===== src/rtl/sd_spi_pkg.sv =====
// Shared opcodes, shifter states and constants for the SD-card SPI burst controller.
package sd_spi_pkg;

  typedef enum logic [2:0] {
    SD_OP_SEND      = 3'd0,
    SD_OP_SET_CS    = 3'd1,
    SD_OP_SET_SPEED = 3'd2,
    SD_OP_SET_LOCK  = 3'd3,
    SD_OP_BURST     = 3'd4,
    SD_OP_ABORT     = 3'd5
  } sd_op_e;

  typedef enum logic [1:0] {
    SH_IDLE  = 2'd0,
    SH_SHIFT = 2'd1,
    SH_DONE  = 2'd2
  } sh_state_e;

  localparam logic [7:0] SD_IDLE_BYTE    = 8'hFF;
  localparam int         SD_SECTOR_BYTES = 512;

endpackage


===== src/rtl/sd_byte_fifo.sv =====
// Small synchronous FIFO with a combinational head, used as the burst prefetch buffer.
module sd_byte_fifo #(
  parameter int DEPTH = 16,
  parameter int W     = 8
) (
  input  logic                   i_clk,
  input  logic                   i_rst_n,
  input  logic                   i_push,
  input  logic [W-1:0]           i_data,
  input  logic                   i_pop,
  input  logic                   i_flush,
  output logic                   o_full,
  output logic                   o_empty,
  output logic [W-1:0]           o_head,
  output logic [$clog2(DEPTH):0] o_count
);

  localparam int AW = $clog2(DEPTH);

  logic [W-1:0]  r_mem [DEPTH];
  logic [AW-1:0] r_wr_ptr;
  logic [AW-1:0] r_rd_ptr;
  logic [AW:0]   r_count;
  logic          w_do_push;
  logic          w_do_pop;

  assign o_full  = (r_count == (AW+1)'(DEPTH));
  assign o_empty = (r_count == '0);
  assign o_head  = r_mem[r_rd_ptr];
  assign o_count = r_count;

  // A pop frees the head slot in the same cycle, so push+pop is legal when full.
  assign w_do_pop  = i_pop && !o_empty && !i_flush;
  assign w_do_push = i_push && !i_flush && (!o_full || w_do_pop);

  always_ff @(posedge i_clk) begin
    if (w_do_push) r_mem[r_wr_ptr] <= i_data;
  end

  always_ff @(posedge i_clk or negedge i_rst_n) begin
    if (!i_rst_n) begin
      r_wr_ptr <= '0;
      r_rd_ptr <= '0;
      r_count  <= '0;
    end else if (i_flush) begin
      r_wr_ptr <= '0;
      r_rd_ptr <= '0;
      r_count  <= '0;
    end else begin
      if (w_do_push) r_wr_ptr <= r_wr_ptr + AW'(1);
      if (w_do_pop)  r_rd_ptr <= r_rd_ptr + AW'(1);
      if (w_do_push && !w_do_pop)      r_count <= r_count + (AW+1)'(1);
      else if (!w_do_push && w_do_pop) r_count <= r_count - (AW+1)'(1);
    end
  end

endmodule


===== src/rtl/sd_spi_burst_ctrl.sv =====
// SPI mode-0 master for the SD card: single-byte SEND, CS/speed/lock control and
// hardware sector bursts of 0xFF bytes whose replies land in a prefetch FIFO.
module sd_spi_burst_ctrl
  import sd_spi_pkg::*;
#(
  parameter int SLOW_DIV   = 30,
  parameter int FAST_DIV   = 0,
  parameter int DIV_W      = 5,
  parameter int FIFO_DEPTH = 16,
  parameter int BURST_LEN  = SD_SECTOR_BYTES,
  parameter int CNT_W      = 10
) (
  input  logic       CLOCK_50,
  input  logic       nRESET,
  input  logic       cmd_valid,
  input  logic [2:0] cmd_op,
  input  logic [7:0] cmd_arg,
  input  logic       pop,
  output logic [7:0] rd_data,
  output logic       busy,
  output logic       fifo_empty,
  output logic       burst_active,
  output logic       locked,
  output logic       err,
  output logic       SPI_CS,
  output logic       SPI_CLK,
  output logic       SPI_MOSI,
  input  logic       SPI_MISO
);

  localparam int                CW      = $clog2(FIFO_DEPTH) + 1;
  localparam logic [DIV_W-1:0]  C_SLOW  = DIV_W'(SLOW_DIV);
  localparam logic [DIV_W-1:0]  C_FAST  = DIV_W'(FAST_DIV);
  localparam logic [CNT_W-1:0]  C_BURST = CNT_W'(BURST_LEN);

  sh_state_e        r_state;
  logic [DIV_W-1:0] r_div;
  logic [DIV_W-1:0] r_div_cnt;
  logic [3:0]       r_phase;
  logic [7:0]       r_tx_sr;
  logic [7:0]       r_rx_sr;
  logic [7:0]       r_last_rx;
  logic             r_sclk;
  logic             r_mosi;
  logic             r_cs;
  logic             r_fast;
  logic             r_locked;
  logic             r_err;
  logic             r_burst;
  logic [CNT_W-1:0] r_burst_cnt;

  logic             w_busy;
  logic             w_burst_active;
  logic             w_abort;
  logic             w_send_ok;
  logic             w_burst_ok;
  logic             w_err_set;
  logic             w_pop_ok;
  logic             w_push;
  logic             w_room_done;
  logic             w_room_idle;
  logic             w_burst_more;
  logic             w_start;
  logic [7:0]       w_start_byte;
  logic             w_fifo_full;
  logic             w_fifo_empty;
  logic [7:0]       w_fifo_head;
  logic [CW-1:0]    w_fifo_count;

  // The burst counter is decremented on leaving SHIFT, so it already reads zero
  // in the DONE cycle of the last byte, which is where burst_active must drop.
  assign w_burst_active = r_burst && (r_burst_cnt != '0);
  assign w_busy         = (r_state == SH_SHIFT) || w_burst_active;

  assign w_abort    = cmd_valid && (cmd_op == SD_OP_ABORT);
  assign w_send_ok  = cmd_valid && (cmd_op == SD_OP_SEND)  && !r_locked && !w_busy;
  assign w_burst_ok = cmd_valid && (cmd_op == SD_OP_BURST) && !r_locked && !w_busy;
  assign w_err_set  = (cmd_valid && (cmd_op == SD_OP_SEND)  && !r_locked && w_busy)
                   || (cmd_valid && (cmd_op == SD_OP_BURST) && (r_locked || w_busy))
                   || (pop && w_fifo_empty);

  assign w_pop_ok = pop && !w_fifo_empty && !w_abort;
  assign w_push   = (r_state == SH_DONE) && r_burst;

  // In DONE the FIFO is about to take one byte; the next byte may start only if a
  // slot is still free after that push.
  assign w_room_done  = (w_fifo_count < CW'(FIFO_DEPTH - 1)) || w_pop_ok;
  assign w_room_idle  = !w_fifo_full || w_pop_ok;
  assign w_burst_more = r_burst && (r_burst_cnt != '0)
                     && (((r_state == SH_DONE) && w_room_done)
                      || ((r_state == SH_IDLE) && w_room_idle));
  assign w_start      = !w_abort && (w_send_ok || w_burst_ok || w_burst_more);
  assign w_start_byte = w_send_ok ? cmd_arg : SD_IDLE_BYTE;

  always_ff @(posedge CLOCK_50 or negedge nRESET) begin
    if (!nRESET) begin
      r_cs     <= 1'b1;
      r_fast   <= 1'b0;
      r_locked <= 1'b1;
      r_err    <= 1'b0;
    end else begin
      if (cmd_valid) begin
        case (cmd_op)
          SD_OP_SET_CS:    r_cs   <= cmd_arg[0];
          SD_OP_SET_SPEED: r_fast <= cmd_arg[0];
          SD_OP_SET_LOCK:  if (!w_busy) r_locked <= cmd_arg[0];
          default: ;
        endcase
      end
      if (w_abort)        r_err <= 1'b0;
      else if (w_err_set) r_err <= 1'b1;
    end
  end

  always_ff @(posedge CLOCK_50 or negedge nRESET) begin
    if (!nRESET) begin
      r_state     <= SH_IDLE;
      r_div       <= C_SLOW;
      r_div_cnt   <= '0;
      r_phase     <= '0;
      r_tx_sr     <= SD_IDLE_BYTE;
      r_rx_sr     <= SD_IDLE_BYTE;
      r_last_rx   <= SD_IDLE_BYTE;
      r_sclk      <= 1'b0;
      r_mosi      <= 1'b1;
      r_burst     <= 1'b0;
      r_burst_cnt <= '0;
    end else if (w_abort) begin
      r_state     <= SH_IDLE;
      r_div_cnt   <= '0;
      r_phase     <= '0;
      r_sclk      <= 1'b0;
      r_mosi      <= 1'b1;
      r_burst     <= 1'b0;
      r_burst_cnt <= '0;
    end else begin
      case (r_state)
        SH_SHIFT: begin
          if (r_div_cnt == r_div) begin
            r_div_cnt <= '0;
            r_phase   <= r_phase + 4'd1;
            r_sclk    <= ~r_sclk;
            if (!r_phase[0]) begin
              r_rx_sr <= {r_rx_sr[6:0], SPI_MISO};
            end else if (r_phase == 4'd15) begin
              r_mosi  <= 1'b1;
              r_state <= SH_DONE;
              if (r_burst) r_burst_cnt <= r_burst_cnt - CNT_W'(1);
            end else begin
              r_mosi  <= r_tx_sr[6];
              r_tx_sr <= {r_tx_sr[6:0], 1'b0};
            end
          end else begin
            r_div_cnt <= r_div_cnt + DIV_W'(1);
          end
        end
        SH_DONE: begin
          if (!r_burst) r_last_rx <= r_rx_sr;
          if (r_burst_cnt == '0) r_burst <= 1'b0;
          r_state <= SH_IDLE;
        end
        default: ;
      endcase
      // A new burst may be accepted in the DONE cycle of the previous one.
      if (w_burst_ok) begin
        r_burst     <= 1'b1;
        r_burst_cnt <= C_BURST;
      end
      if (w_start) begin
        r_state   <= SH_SHIFT;
        r_div     <= r_fast ? C_FAST : C_SLOW;
        r_div_cnt <= '0;
        r_phase   <= '0;
        r_sclk    <= 1'b0;
        r_tx_sr   <= w_start_byte;
        r_mosi    <= w_start_byte[7];
      end
    end
  end

  sd_byte_fifo #(
    .DEPTH (FIFO_DEPTH),
    .W     (8)
  ) u_fifo (
    .i_clk   (CLOCK_50),
    .i_rst_n (nRESET),
    .i_push  (w_push),
    .i_data  (r_rx_sr),
    .i_pop   (pop && !w_abort),
    .i_flush (w_abort),
    .o_full  (w_fifo_full),
    .o_empty (w_fifo_empty),
    .o_head  (w_fifo_head),
    .o_count (w_fifo_count)
  );

  assign rd_data      = w_fifo_empty ? r_last_rx : w_fifo_head;
  assign busy         = w_busy;
  assign fifo_empty   = w_fifo_empty;
  assign burst_active = w_burst_active;
  assign locked       = r_locked;
  assign err          = r_err;
  assign SPI_CS       = r_cs;
  assign SPI_CLK      = r_sclk;
  assign SPI_MOSI     = r_mosi;

endmodule


===== config.mk =====
export PLATFORM = sky130hd
export DESIGN_NAME = sd_spi_burst_ctrl
export DESIGN_NICKNAME = d
export VERILOG_FILES = /design/src/rtl/sd_spi_pkg.sv /design/src/rtl/sd_byte_fifo.sv /design/src/rtl/sd_spi_burst_ctrl.sv
export SDC_FILE = /design/constraint.sdc
export NUM_CORES = 1
export LEC_CHECK = 0
export ABC_AREA = 1
export BUFFER_PORTS_ARGS = -buffer_cell sky130_fd_sc_hd__buf_2
export CORE_MARGIN = 2
export CORE_UTILIZATION = 45
export CTS_CLUSTER_DIAMETER = 80
export DETAILED_ROUTE_END_ITERATION = 12
export GPL_TIMING_DRIVEN = 0
export SYNTH_ARGS = -nofsm -noshare
export SYNTH_HDL_FRONTEND = slang
export SYNTH_SLANG_ARGS = --single-unit

===== constraint.sdc =====
create_clock -name CLOCK_50 -period 2.34 [get_ports CLOCK_50]
set_input_delay 0.585 -clock CLOCK_50 [delete_from_list [all_inputs] [get_ports CLOCK_50]]
set_output_delay 0.585 -clock CLOCK_50 [all_outputs]
set_load 0.03 [all_outputs]

==> flow_summary.toml <==
[run_status]
outcome = "finished, violations left"
violations = "setup timing"

[timing]
drv_slew = 0
slew_headroom_pct = 45.7
hold_viol = 0
fin_crit_sh_pct = 117
rsz0062_at_grt = "yes"
clock_skew_ps = 9.49
layout_setup_ws_ps = -404
setup_viol = 8
fin_crit_ps = 2740
worst_pin_slew_ps = 814
fmax_ghz = 0.364

[power]
leakage_nw = 4.22
internal-power_w = 0.00838
pwr-share-seq_pct = 36.3
swShare_pct = 39.4
comb_power_share_pct = 41.8
power.share.clock_pct = 21.9
power.switching_w = 0.00544
powerDensity_mw_per_mm2 = 1270
vdd_drop_max_uv = 589

[synth]
synth_common_cells = "nand2_1 (137), edfxtp_1 (128), nor2_1 (94)"
synth-async-reset-ratio_pct = 33.7
synthFlopType = "edfxtp_1"
synth_cells = 800
synth_seq_area_share_pct = 62.6
avgSynthCellArea_um2 = 11.0
syn_area_mm2 = 0.00879
synth_cell_types = 50
synth_edf_count = 128
ys_warn_count = 0
syn_nets = 830
synth_area_leaders = "edfxtp_1 (44%), dfrtp_1 (11%), dfstp_2 (8.1%)"
yosysTopAreaCellShare_pct = 43.7
synth_top_area_cell = "edfxtp_1"
synth.most_common_cell = "nand2_1"
ys_seq_elements = 193

[routing]
drt_wl_total_um = 22100
drt_pass1_iterations = 7
vias_per_cell = 5.47
ant_nets = 0
drc = 0
wire_per_inst_um = 19.0
drt_iter0_drc = 453
vias = 6358

[worst_setup_path]
path_class = "flip-flop to output pin"
cp_max_fo = 10
startpoint_type = "flip-flop"
crit_path_start = "u_fifo.r_rd_ptr[0]"
rr_worst_depth = 13
cp.arrival_ps = 2160
reg2reg_from = "u_fifo.o_count[2]"
cp-end-kind = "output pin"
cp_data_required_time_ps = 1750
reg2reg_slack_ps = 60
r2r-end = "u_fifo.o_count[4]"
timing.critical_path.to = "rd_data[3]"

[placement]
place_hpwl_um = 14300
dp_cells = 1096
placed_area_mm2 = 0.00931
port_buffers = 31
place_congestion = 0.866

[cells_and_area]
antennaDiodeCount = 0
design_area_mm2 = 0.0108
final_cells = 1162
fin_nets = 914
drive_gt1_share_pct = 29.8
postLayoutCoreUtil_pct = 56.1
area_delta_synth_final_pct = 23.5

[floorplanning]
die_h_um = 144
fp.dieW_um = 144
start_util_pct = 45.4
io_pins = 32
dieArea_mm2 = 0.0207
rows = 51
core_mm2 = 0.0193

[clock_tree]
cts_root_buf = "clkbuf_16"
cts_made_buffers = 17
cts_tree = "yes"
clk_pin_slew_ps = 70
htreeDepth = 4
clk_latency_ps = 440
cts_hold_buf = 0
clock-sinks = 193
clock_path_buffers = 2

[global_route]
grt_pass1_wl_um = 33900
grt_pass1_vias = 6328
antenna_found_initial = 0
grt_max_degree = 66
track_usage_pct = 22.1
grt.overflow.total = 0

[min_path]
min_path_type = "input port to async pin"

[job]
drv_cap = 0
-- routing by layer --
metal  vias up  global-route usage, %  wire length (um)
li1       2985                      -                 -
met2       214                   38.9             11400
met3        41                   4.43              1160
met1      3118                   26.9              8910
met4         0                   8.26               607
met5         -                      0                 0
-- flip-flops by register name (all words and copies together) (netlist names), 5 cells and up --
register        cells
u_fifo.o_count      5
r_div_cnt           5
u_fifo.r_mem      128
r_rx_sr             8
r_last_rx           8
r_burst_cnt        10
r_tx_sr             7
-- kinds of logic after synthesis --
group,count (synthesis),synth area share (%)
AND/OR/NAND/NOR,318,16.3
multiplexers,26,2.98
buffers and inverters,98,4.44
XOR/XNOR,15,1.50
flip-flops,193,62.6
AO/OA/AOI/OAI,136,10.1
adder cells (fa/ha/maj),14,2.08
-- cells in the final DEF (no fill, tap or decap), types with 11 or more instances in the layout --
| cell | synthesis | final |
|---|---|---|
| buf_2 | 9 | 22 |
| buf_4 | 1 | 36 |
| buf_6 | 1 | 15 |
| clkbuf_16 | 0 | 19 |
| dfrtp_1 | 38 | 35 |
| dfstp_2 | 27 | 27 |
| edfxtp_1 | 128 | 128 |
| ha_1 | 13 | 11 |
| inv_1 | 59 | 52 |
| mux2i_1 | 25 | 16 |
| nand2_1 | 137 | 123 |
| nand2_2 | 6 | 18 |
| nand3_1 | 48 | 43 |
| nor2_1 | 94 | 73 |
| nor2_2 | 2 | 22 |
| o21ai_0 | 61 | 47 |
| o21ai_1 | 11 | 23 |
| o221ai_1 | 25 | 16 |
-- worst min-delay path by stage --
| stage | to | depth (start not counted) |
|---|---|---|
| after global routing | r_fast | 1 |
| after global placement | r_div[3] | 1 |
| final | r_phase[1] | 1 |
| after CTS | r_phase[1] | 1 |
| after detailed placement | r_div[3] | 1 |
| after floorplan | SPI_CLK | 0 |
-- worst max-delay path, cell delays in order, from the launching register on --
cell      delay [ps]
dfrtp_2          460
inv_2             80
buf_8            150
buf_12           150
nor2_2           120
o32ai_4          110
o211ai_1         240
nand2_1          120
nand2_1           90
nand2_2           60
buf_6            130
-- layout make-up --
| type | instances | area (um2) |
|---|---|---|
| fillers | 1581 | 8490 |
| flip-flops and latches | 193 | 5510 |
| multi-input cells | 509 | 3270 |
| repair buffers | 67 | 532 |
| clock buffers | 17 | 425 |
| well taps | 265 | 332 |
| plain buffers | 29 | 329 |
| inverters | 67 | 264 |
| clock inverters | 15 | 191 |
-- power groups by stage --
stage	combinational (W)	clock (W)	sequential (W)
after floorplan	0.00294	0	0.00485
after global placement	0.00420	0	0.00502
after detailed placement	0.00430	0	0.00505
after CTS	0.00530	0.00307	0.00499
after global routing	0.00621	0.00321	0.00509
final	0.00578	0.00303	0.00502
-- what timing repair did --
action | 4_1_cts | 5_1_grt
resized for setup | 124 | 70
setup buffers | 21 | 15
pin swaps | 24 | 26
setup endpoints to repair | 132 | 134
gates cloned | 1 | 1
-- per-stage QoR --
step / hold WS, ps / setup WS (ps) / TNS [ps] / total power [W]
after global placement: 413 / -755 / -44360 / 0.00922
final: 242 / -404 / -3020 / 0.0138
after global routing: 293 / -460 / -3640 / 0.0145
after detailed placement: 407 / -716 / -49400 / 0.00935
after CTS: 264 / -391 / -3180 / 0.0134
after floorplan: 289 / 5.41 / 0 / 0.00780
(Power assumes the default switching activity.)
